<file path="src/rtl/flatten_stream_ctrl.sv">
// Flatten-stage sequencer: pulses the flatten block and captures its vector.
// It then streams the vector to the dense layer as LANES-wide valid/ready beats.
module flatten_stream_ctrl #(
  parameter int IN_WIDTH    = 4,
  parameter int IN_CHANNELS = 2,
  parameter int DATA_WIDTH  = 8,
  parameter int LANES       = 4,
  localparam int N          = IN_WIDTH * IN_WIDTH * IN_CHANNELS,
  localparam int FLAT_BITS  = N * DATA_WIDTH,
  localparam int BEATS      = (N + LANES - 1) / LANES,
  localparam int BW         = (BEATS > 1) ? $clog2(BEATS) : 1
) (
  input  logic                          clk,
  input  logic                          rst,
  input  logic                          start,
  output logic                          flat_enable,
  input  logic [FLAT_BITS-1:0]          flat_vector,
  output logic                          busy,
  output logic [LANES*DATA_WIDTH-1:0]   out_data,
  output logic [LANES-1:0]              out_keep,
  output logic                          out_valid,
  input  logic                          out_ready,
  output logic                          out_last,
  output logic [BW-1:0]                 out_beat,
  output logic                          done
);

  localparam int BEAT_BITS = LANES * DATA_WIDTH;
  localparam int PAD_BITS  = BEATS * BEAT_BITS;
  localparam logic [BW-1:0] LAST_BEAT = BW'(BEATS - 1);

  typedef enum logic [2:0] {IDLE, FLAT, LOAD, STREAM, DONE} state_t;

  state_t                 state_reg, state_next;
  logic [FLAT_BITS-1:0]   cap_reg;
  logic [BW-1:0]          beat_reg, beat_next;
  logic [PAD_BITS-1:0]    padded;
  logic [BEAT_BITS-1:0]   beat_sel;

  always_ff @(posedge clk) begin
    if (rst) begin
      state_reg <= IDLE;
      cap_reg   <= '0;
      beat_reg  <= '0;
    end else begin
      state_reg <= state_next;
      beat_reg  <= beat_next;
      if (state_reg == LOAD)
        cap_reg <= flat_vector;
    end
  end

  always_comb begin
    state_next = state_reg;
    beat_next  = beat_reg;
    case (state_reg)
      IDLE:   if (start) state_next = FLAT;
      FLAT:   state_next = LOAD;
      LOAD: begin
        beat_next  = '0;
        state_next = STREAM;
      end
      STREAM: begin
        if (out_ready) begin
          if (beat_reg == LAST_BEAT) begin
            beat_next  = '0;
            state_next = DONE;
          end else begin
            beat_next = beat_reg + 1'b1;
          end
        end
      end
      DONE:    state_next = IDLE;
      default: state_next = IDLE;
    endcase
  end

  assign flat_enable = (state_reg == FLAT);
  assign busy        = (state_reg != IDLE);
  assign out_valid   = (state_reg == STREAM);
  assign done        = (state_reg == DONE);
  assign out_beat    = beat_reg;
  assign out_last    = out_valid && (beat_reg == LAST_BEAT);

  // Zero-pad the capture so the final partial beat can be sliced uniformly.
  assign padded   = PAD_BITS'(cap_reg);
  assign beat_sel = padded[int'(beat_reg) * BEAT_BITS +: BEAT_BITS];

  for (genvar gi = 0; gi < LANES; gi++) begin : g_lane
    logic lane_live;
    assign lane_live = out_valid && ((int'(beat_reg) * LANES + gi) < N);
    assign out_keep[gi] = lane_live;
    assign out_data[gi*DATA_WIDTH +: DATA_WIDTH] =
      lane_live ? beat_sel[gi*DATA_WIDTH +: DATA_WIDTH] : '0;
  end

endmodule

</file>
<file path="config.mk">
export PLATFORM = sky130hd
export DESIGN_NAME = flatten_stream_ctrl
export DESIGN_NICKNAME = d
export VERILOG_FILES = /design/src/rtl/flatten_stream_ctrl.sv
export SDC_FILE = /design/constraint.sdc
export NUM_CORES = 1
export LEC_CHECK = 0
export BUFFER_PORTS_ARGS = -buffer_cell sky130_fd_sc_hd__buf_2
export CAP_MARGIN = 5
export CORE_ASPECT_RATIO = 1.5
export CORE_MARGIN = 3
export CORE_UTILIZATION = 48
export DETAILED_ROUTE_END_ITERATION = 7
export HOLD_SLACK_MARGIN = 0.02
export PLACE_DENSITY = 0.77
export SYNTH_ARGS = -nofsm -noshare
export SYNTH_HDL_FRONTEND = slang
export SYNTH_SLANG_ARGS = --single-unit
</file>
<file path="constraint.sdc">
create_clock -name clk -period 1.8 [get_ports clk]
set_clock_uncertainty 0.1 [all_clocks]
set_input_delay 0.27 -clock clk [delete_from_list [all_inputs] [get_ports clk]]
set_output_delay 0.27 -clock clk [all_outputs]
set_load 0.01 [all_outputs]
</file>
==> results.toml <==
[floorplan]
io_pins = 304
initial_core_util = 0.494
die_y_um = 193
num_rows = 67
die_area_um2 = 25200
die_w_um = 131
core_um2 = 22600

[synth]
synth_area_leader_cell = "dfxtp_1"
syn_nets = 1540
syn_area_per_cell_um2 = 8.75
ys.warnings.count = 0
yosys-top-cells-area = "dfxtp_1 47%, nand2_1 17%, mux4_2 13%"
synth_top_cell_area_share = 0.469
ys_ff_latch = 262
seq_area_frac_synth = 0.469
syn_area_um2 = 11200
ys_types = 29
synthCells = 1278

[cells_and_area]
finalNetCount = 2075
final_common_cell = "nand2_1"
final_area_um2 = 16800
final_cells = 2111
area_growth_pct = 50.5
largest_reg_flops = 256
final_cell_mix = "513 x nand2_1, 285 x buf_2, 258 x a21oi_1"
final_util = 0.744
layout-drive-gt1-share = 0.269

[timing]
slew_headroom = 0.754
setup-violations-final = 41
rsz0062_at_grt = "true"
worst_pin_slew_ns = 0.369
min_period_ns = 2.52
hold_viol_final = 0
fmax_ghz = 0.397
worst_slack_ns = -0.717
fin_crit_sh = 1.40
slew_viol_final = 0
finalSetupTns_ns = -21.72

[pwr]
internal-power_w = 0.0103
leakage_nw = 6.64
p_clk_frac = 0.383
combPwrFrac = 0.154
p_seq_frac = 0.463
p_switching_w = 0.00348
switching_share = 0.253
total_power_w = 0.0138
pwr_density_cell_nw_per_um2 = 818
irDropWorstVdd_v = 0.000794

[global_routing]
antenna_found_initial = 5
grtUsageTotal = 0.347
grt_max_degree = 64
grt_pass1_vias = 12305
grt_overflow = 0
grt_pass1_wl_mm = 66.1

[routing]
vias = 11720
drt_wl_total_mm = 45.3
first_pass_iters = 8
initialDrtViolationCount = 743
post_drt_wl_per_cell_um = 21.4
ant_nets = 0
drc = 0
viasPerCell = 5.55

[setup_path]
crit_fanout = 5
endpoint_kind = "output port"
rrSetupSlack_ns = -0.01
worstPathArrival_ns = 2.15
crit_path_start_kind = "register"
cp_data_required_time_ns = 1.43
critical_path_class = "register to output port"

[run_status]
outcome = "finished with violations"
violations = "setup timing"

[place]
numPortBuffers = 303
dpl.hpwl_mm = 29.0
gp_congestion = 0.993
placed_area_um2 = 12900
placed_cells = 1788

[cts]
cts_buffers = 26
clk_pin_slew_ns = 0.06
cts_tree = "yes"
htreeDepth = 1
cts_root_buf = "clkbuf_16"
cts_sinks = 262
cts_buffer_depth = 3
clock_latency_ns = 0.52

[flow_run]
cap_violations = 0

[min_path]
hold_path.class = "input pin to register"
==> per-stage QoR <==
stage | hold slack, ns | worst slack [ns]
global route | 0.0246 | -0.744
global placement | 0.340 | -0.112
floorplan | 0.306 | -0.0266
finish | 0.0426 | -0.717
CTS | 0.0275 | -0.691
detailed placement | 0.347 | -0.128
==> per-layer routing <==
| layer | up-vias | wire length, um | track usage |
|---|---|---|---|
| li1 | 5397 | - | - |
| met1 | 5430 | 13800 | 0.325 |
| met2 | 681 | 23800 | 0.637 |
| met3 | 212 | 3260 | 0.0706 |
| met4 | 0 | 4350 | 0.275 |
| met5 | - | 0 | 0 |
==> cells by family after synthesis <==
group | count (synthesis) | share of synthesized area
AND/OR/NAND/NOR | 534 | 0.184
AO/OA/AOI/OAI | 297 | 0.145
flip-flops | 262 | 0.469
buffers and inverters | 119 | 0.0704
multiplexers | 64 | 0.129
adder cells (fa/ha/maj) | 2 | 0.00224
==> power by group through the flow <==
stage,Clock [W],Sequential (W),Combinational (W)
finish,0.00527,0.00636,0.00212
global route,0.00554,0.00638,0.00229
CTS,0.00532,0.00635,0.00199
detailed placement,0,0.00648,0.00150
global placement,0,0.00648,0.00147
floorplan,0,0.00634,0.000965
==> final timing paths <==
check / from / to / cells after the start
max: out_beat[0]$_SDFFE_PP0P_ / out_data[13] / 6
max reg2reg: out_beat[0]$_SDFFE_PP0P_ / out_beat[0]$_SDFFE_PP0P_ / 9
min reg2reg: cap_reg[241]$_SDFFE_PP0N_ / cap_reg[241]$_SDFFE_PP0N_ / 2
min: flat_vector[101] / cap_reg[101]$_SDFFE_PP0N_ / 3
==> area by class of cell <==
| type | instances | area, um^2 |
|---|---|---|
| Clock buffer | 39 | 801 |
| Sequential cell | 262 | 5260 |
| Tap cell | 276 | 345 |
| Clock inverter | 5 | 27.5 |
| Antenna cell | 6 | 15.0 |
| Timing Repair Buffer | 622 | 5140 |
| Inverter | 3 | 18.8 |
| Fill cell | 1528 | 5810 |
| Multi-Input combinational cell | 898 | 5220 |
==> critical path, stage by stage, from the launching register on <==
cell     delay (ns)
dfxtp_4        0.38
buf_12         0.14
buf_12         0.12
buf_16         0.12
mux4_2         0.51
a22o_1         0.21
buf_2          0.14
==> what timing repair did <==
item,CTS,global route
pin swaps,4,10
cloned,3,6
hold buffers,253,0
setup endpoints to repair,41,111
setup buffers,8,5
hold endpoints to repair,255,0
gates resized for setup,36,11
==> cell usage after synthesis <==
cell / count
nor2b_1: 4
a21oi_1: 258
nand4_1: 1
or3b_1: 1
a21bo_2: 1
a22o_1: 32
inv_1: 3
nor2_1: 3
nand2b_1: 2
nand3_1: 1
o32ai_1: 2
buf_12: 3
mux4_2: 64
nand2_1: 513
nor3_1: 2
or3_1: 1
dfxtp_1: 262
ha_1: 2
and3_1: 2
a41oi_1: 1
o21ai_0: 1
buf_6: 29
nand3b_1: 1
nor3b_1: 2
a31oi_1: 2
nor3b_2: 1
buf_2: 38
clkbuf_1: 39
buf_4: 7
Power figures use the tool's default switching activity.
